<file path="config.mk">
export PLATFORM = sky130hd
export DESIGN_NAME = cp0_intr
export DESIGN_NICKNAME = d
export VERILOG_FILES = /design/src/rtl/cp0_intr.sv
export SDC_FILE = /design/constraint.sdc
export NUM_CORES = 1
export LEC_CHECK = 0
export CORE_ASPECT_RATIO = 1.4
export CORE_UTILIZATION = 30
export CTS_BUF_LIST = sky130_fd_sc_hd__clkbuf_2
export CTS_CLUSTER_SIZE = 25
export DETAILED_ROUTE_END_ITERATION = 10
export PLACE_DENSITY = 0.67
export SETUP_SLACK_MARGIN = 0.4
export SYNTH_ARGS = -nofsm -noshare
export SYNTH_HDL_FRONTEND = slang
export SYNTH_SLANG_ARGS = --single-unit
</file>
<file path="constraint.sdc">
create_clock -name clk -period 1.6 [get_ports clk]
set_input_delay 0.32 -clock clk [delete_from_list [all_inputs] [get_ports clk]]
set_output_delay 0.32 -clock clk [all_outputs]
set_load 0.02 [all_outputs]
</file>
<file path="src/rtl/cp0_intr.sv">
// rtl/cp0_intr.sv - MIPS coprocessor-0 registers, timer and interrupt trap sequencer
module cp0_intr #(
    parameter logic [31:0] HANDLER_ADDR = 32'hC000_0180
) (
    input  logic        clk,
    input  logic        reset_n,
    input  logic        stall,
    input  logic        mtc0,
    input  logic        mfc0,
    input  logic        eret,
    input  logic [4:0]  cp0_addr,
    input  logic [31:0] cp0_wdata,
    input  logic [31:0] pc_e,
    input  logic        uart_rx_valid,
    input  logic        uart_tx_ready,
    output logic [31:0] cp0_rdata,
    output logic        trap,
    output logic [31:0] trap_pc,
    output logic [31:0] epc
);

    localparam logic [1:0] RUN     = 2'd0;
    localparam logic [1:0] TRAP    = 2'd1;
    localparam logic [1:0] HANDLER = 2'd2;

    localparam logic [4:0] ADDR_COUNT   = 5'd9;
    localparam logic [4:0] ADDR_COMPARE = 5'd11;
    localparam logic [4:0] ADDR_STATUS  = 5'd12;
    localparam logic [4:0] ADDR_CAUSE   = 5'd13;
    localparam logic [4:0] ADDR_EPC     = 5'd14;

    logic [1:0]  state;
    logic [31:0] count;
    logic [31:0] compare;
    logic [31:0] epcReg;
    logic [7:0]  statusIm;
    logic        statusIe;
    logic        ip7;

    logic [7:0]  ipVec;
    logic        pending;
    logic        takeTrap;
    logic        eretTake;
    logic        wrEn;
    logic        wrCount;
    logic        wrCompare;
    logic        wrStatus;
    logic        wrEpc;
    logic        timerMatch;
    logic [31:0] rdata;

    // IP bits 15:8 of Cause: IP7 timer, IP3 tx ready, IP2 rx valid
    assign ipVec    = {ip7, 3'b000, uart_tx_ready, uart_rx_valid, 2'b00};
    assign pending  = statusIe & (|(ipVec & statusIm));
    assign takeTrap = (state == RUN) & pending & ~stall & ~eret;
    assign eretTake = (state == HANDLER) & eret & ~stall;

    // The instruction in E is flushed when a trap is decided or in flight,
    // so its mtc0 must not commit
    assign wrEn      = mtc0 & ~stall & (state != TRAP) & ~takeTrap;
    assign wrCount   = wrEn & (cp0_addr == ADDR_COUNT);
    assign wrCompare = wrEn & (cp0_addr == ADDR_COMPARE);
    assign wrStatus  = wrEn & (cp0_addr == ADDR_STATUS);
    assign wrEpc     = wrEn & (cp0_addr == ADDR_EPC);

    // A software write to either timer register masks that cycle's compare
    assign timerMatch = (count == compare) & ~wrCount & ~wrCompare;

    // Trap sequencer: RUN -> TRAP (one cycle) -> HANDLER -> RUN on eret
    always_ff @(posedge clk) begin
        if (!reset_n) begin
            state <= RUN;
        end else begin
            case (state)
                RUN:     if (takeTrap) state <= TRAP;
                TRAP:    state <= HANDLER;
                HANDLER: if (eretTake) state <= RUN;
                default: state <= RUN;
            endcase
        end
    end

    // Free-running Count; a write replaces the increment
    always_ff @(posedge clk) begin
        if (!reset_n) begin
            count <= '0;
        end else if (wrCount) begin
            count <= cp0_wdata;
        end else begin
            count <= count + 32'd1;
        end
    end

    // Compare register
    always_ff @(posedge clk) begin
        if (!reset_n) begin
            compare <= '0;
        end else if (wrCompare) begin
            compare <= cp0_wdata;
        end
    end

    // Sticky timer interrupt, cleared by writing Compare
    always_ff @(posedge clk) begin
        if (!reset_n) begin
            ip7 <= 1'b0;
        end else if (wrCompare) begin
            ip7 <= 1'b0;
        end else if (timerMatch) begin
            ip7 <= 1'b1;
        end
    end

    // Status IM/IE; trap entry clears IE, eret sets it and wins over a write
    always_ff @(posedge clk) begin
        if (!reset_n) begin
            statusIm <= '0;
            statusIe <= 1'b0;
        end else begin
            if (wrStatus) begin
                statusIm <= cp0_wdata[15:8];
                statusIe <= cp0_wdata[0];
            end
            if (state == TRAP) begin
                statusIe <= 1'b0;
            end else if (eretTake) begin
                statusIe <= 1'b1;
            end
        end
    end

    // EPC captures the restart PC of the instruction flushed by the trap
    always_ff @(posedge clk) begin
        if (!reset_n) begin
            epcReg <= '0;
        end else if (state == TRAP) begin
            epcReg <= pc_e;
        end else if (wrEpc) begin
            epcReg <= cp0_wdata;
        end
    end

    // Same-cycle mfc0 read mux; Count returns its pre-increment value
    always_comb begin
        rdata = '0;
        if (mfc0) begin
            case (cp0_addr)
                ADDR_COUNT:   rdata = count;
                ADDR_COMPARE: rdata = compare;
                ADDR_STATUS:  rdata = {16'h0000, statusIm, 7'b0000000, statusIe};
                ADDR_CAUSE:   rdata = {16'h0000, ipVec, 8'h00};
                ADDR_EPC:     rdata = epcReg;
                default:      rdata = '0;
            endcase
        end
    end

    assign cp0_rdata = rdata;
    assign trap      = (state == TRAP);
    assign trap_pc   = HANDLER_ADDR;
    assign epc       = epcReg;

endmodule

</file>
==> results.sh <==
export IMPL_outcome="finished, violations left"
export IMPL_violations="negative setup slack"
export IMPL_dpl_cell_area_mm2=0.00905
export IMPL_synth_simple_area_share=0.165
export IMPL_synth_edf_count=0
export IMPL_ys_ff_latch=108
export IMPL_fp_dieH_um=173
export IMPL_grt_pass1_vias=6512
export IMPL_final_cell_mix="133 x buf_4, 112 x buf_6, 71 x dfxtp_2, 71 x clkdlybuf4s50_1"
export IMPL_syn_area_mm2=0.00626
export IMPL_finalSetupViolCount=146
export IMPL_drc=0
export IMPL_cts_buffer_depth=2
export IMPL_cp_data_arrival_time_ps=1750
export IMPL_hold_violations=0
export IMPL_ir_worst_vdd_v=0.000324
export IMPL_async_flop_share=0
export IMPL_fin_tns_setup_ps=-47230
export IMPL_hpwl_mm=15.4
export IMPL_vias_per_cell=5.14
export IMPL_htreeDepth=3
export IMPL_cp_data_required_time_ps=1280
export IMPL_multi_input_area_mm2=0.00413
export IMPL_crit_fanout=2
export IMPL_antenna_found_initial=2
export IMPL_drtAntennaViolNets=0
export IMPL_use_met1=0.240
export IMPL_syn_avg_cell_area_um2=9.19
export IMPL_synth_compound_area_frac=0.184
export IMPL_place_congestion=0.826
export IMPL_grt_usage=0.222
export IMPL_worst_slack_ps=-466
export IMPL_fin_worst_skew_ps=65.0
export IMPL_dieArea_mm2=0.0215
export IMPL_first_pass_iters=5
export IMPL_totalPowerFinal_mw=4.91
export IMPL_portBuffers=141
export IMPL_fin_cells=1262
export IMPL_insertion_delay_ps=680
export IMPL_nets=1078
export IMPL_fin_crit_sh=1.29
export IMPL_fp_coreArea_mm2=0.0205
export IMPL_syn_inst=681
export IMPL_slew_violations=0
export IMPL_fin_crit_ps=2070
export IMPL_crit_path_end_kind="primary output"
export IMPL_rsz0062_at_grt="yes"
export IMPL_final_core_util=0.529
export IMPL_use_met2=0.395
export IMPL_drive_gt1_frac=0.541
export IMPL_dp_cells=1173
export IMPL_syn_to_final_growth_pct=73.0
export IMPL_wire_per_inst_um=19.1
export IMPL_grtUsageMet3=0.0409
export IMPL_grt_start_max_net_pins=49
export IMPL_nFillCells=1739
export IMPL_postRouteWirelength_mm=24.1
export IMPL_die_x_um=124
export IMPL_seq_area_frac_synth=0.345
export IMPL_rows=62
export IMPL_yosysTopAreaCell="dfxtp_1"
export IMPL_synth_warnings=0
export IMPL_crit_chain="mux2_2 > a22oi_2 > a21oi_2 > buf_6"
export IMPL_initial_utilization=0.306
export IMPL_ff_latch_area_mm2=0.00226
export IMPL_muxShareOfSynthArea=0.124
export IMPL_cts_tree="done"
export IMPL_finish_instance_area_mm2=0.0108
export IMPL_cts_root_buffer="clkbuf_2"
export IMPL_cts_buffers=9
export IMPL_cts_num_sinks=108
export IMPL_synth_fa_ha_area_frac=0.00200
export IMPL_netlist_area_leader_share=0.345
export IMPL_grt_pass1_wl_mm=35.6
export IMPL_slowest_delay_ps=410
export IMPL_grt_busiest_layer="met2"
export IMPL_drt_iter0_markers=424
export IMPL_worst_path_buf_inv=1
export IMPL_cp_top_family="flip-flops"
export IMPL_ys_types=53
export IMPL_min_path_type="input port to flip-flop"
export IMPL_worst_path_max_delay_cell="dfxtp_2"
export IMPL_crit_type="flip-flop to primary output"
export IMPL_power_density_mw_per_mm2=453
export IMPL_vias=6482
export IMPL_overflow=0
export IMPL_layout_commonest_cell="buf_4"
export IMPL_drv_cap=0
export IMPL_ys_flop_type="dfxtp_1"
export IMPL_total_leakage_power_nw=4.13
export IMPL_fmax_mhz=484
export IMPL_cts_clk_slew_worst_paths_ps=340
export IMPL_synth_top_cells_by_area="dfxtp_1 35%, mux2i_1 12%, nor2_1 6.9%"
export IMPL_ios=174
export IMPL_synth_xor_area_frac=0.0881
export IMPL_synth_top_family_by_area="compound AO/OA/AOI/OAI gates"
export IMPL_startpoint_type="flip-flop"
-- tightest hold or removal path, cell delays in order --
cell and delay, ps:
clkdlybuf4s50_1 400, mux2i_1 160, a211oi_2 80
-- kinds of logic (layout without fill, tap and decap cells) --
group                    Yosys count  after routing
AO/OA/AOI/OAI                    133            133
XOR/XNOR                          63             63
adder cells (fa/ha/maj)            1              1
buffers and inverters             94            387
flip-flops                       108            108
multiplexers                      77             77
other                              2             34
AND/OR/NAND/NOR                  203            203
-- per-stage QoR --
step / setup slack (ps) / hold slack (ps)
2_1_floorplan: -70.2 / 460
3_3_place_gp: -1180 / 474
3_5_place_dp: -1230 / 482
4_1_cts: -473 / 243
5_1_grt: -543 / 245
6_report: -466 / 261
-- cell usage after synthesis, types with 18 or more instances --
master	number
clkbuf_1	24
a21oi_1	28
dfxtp_1	108
nand4_1	19
buf_2	18
buf_4	37
a211oi_2	30
a222oi_1	29
xor2_1	20
mux2i_1	74
nor2_1	115
xnor2_1	43
-- registers in the layout (all words and copies together), names as in the netlist --
| name | count |
|---|---|
| state | 2 |
| count | 32 |
| statusIe | 1 |
| statusIm | 8 |
| ip7 | 1 |
| epc | 32 |
| compare | 32 |
-- cell type report --
class | count | share of cell area
flip-flops and latches | 108 | 0.208
clock buffers | 11 | 0.00508
clock inverters | 4 | 0.00474
well taps | 256 | 0.0296
multi-input cells | 509 | 0.381
diodes | 2 | 0.000462
repair buffers | 367 | 0.369
inverters | 5 | 0.00185
-- metal layers --
layer,vias to the layer above,wire length [um]
met5,-,0
met4,0,1270
met3,71,1350
met2,261,12600
met1,3098,8820
li1,3052,-
-- worst paths after layout --
check,start,end,slack [ps],depth (start not counted)
max,statusIm[7],cp0_rdata[15],-470,4
min,pc_e[21],epc[21],260,3
max reg2reg,statusIm[7],ip7,-450,9
min reg2reg,statusIm[1],statusIm[1],540,2
-- timing repair --
action                     4_1_cts  5_1_grt
cloned                          16        1
resized for setup              571       74
pin swaps                       66       44
hold buffers                     0        0
buffers inserted                43       12
setup endpoints to repair      171      173
-- power by group --
group	internal, mW	total, mW	switching (mW)	leakage [nW]
Clock	0.367	1.36	0.995	0.0696
Sequential	2.73	2.75	0.0247	0.909
Combinational	0.387	0.798	0.411	3.15
Power figures use the tool's default switching activity.
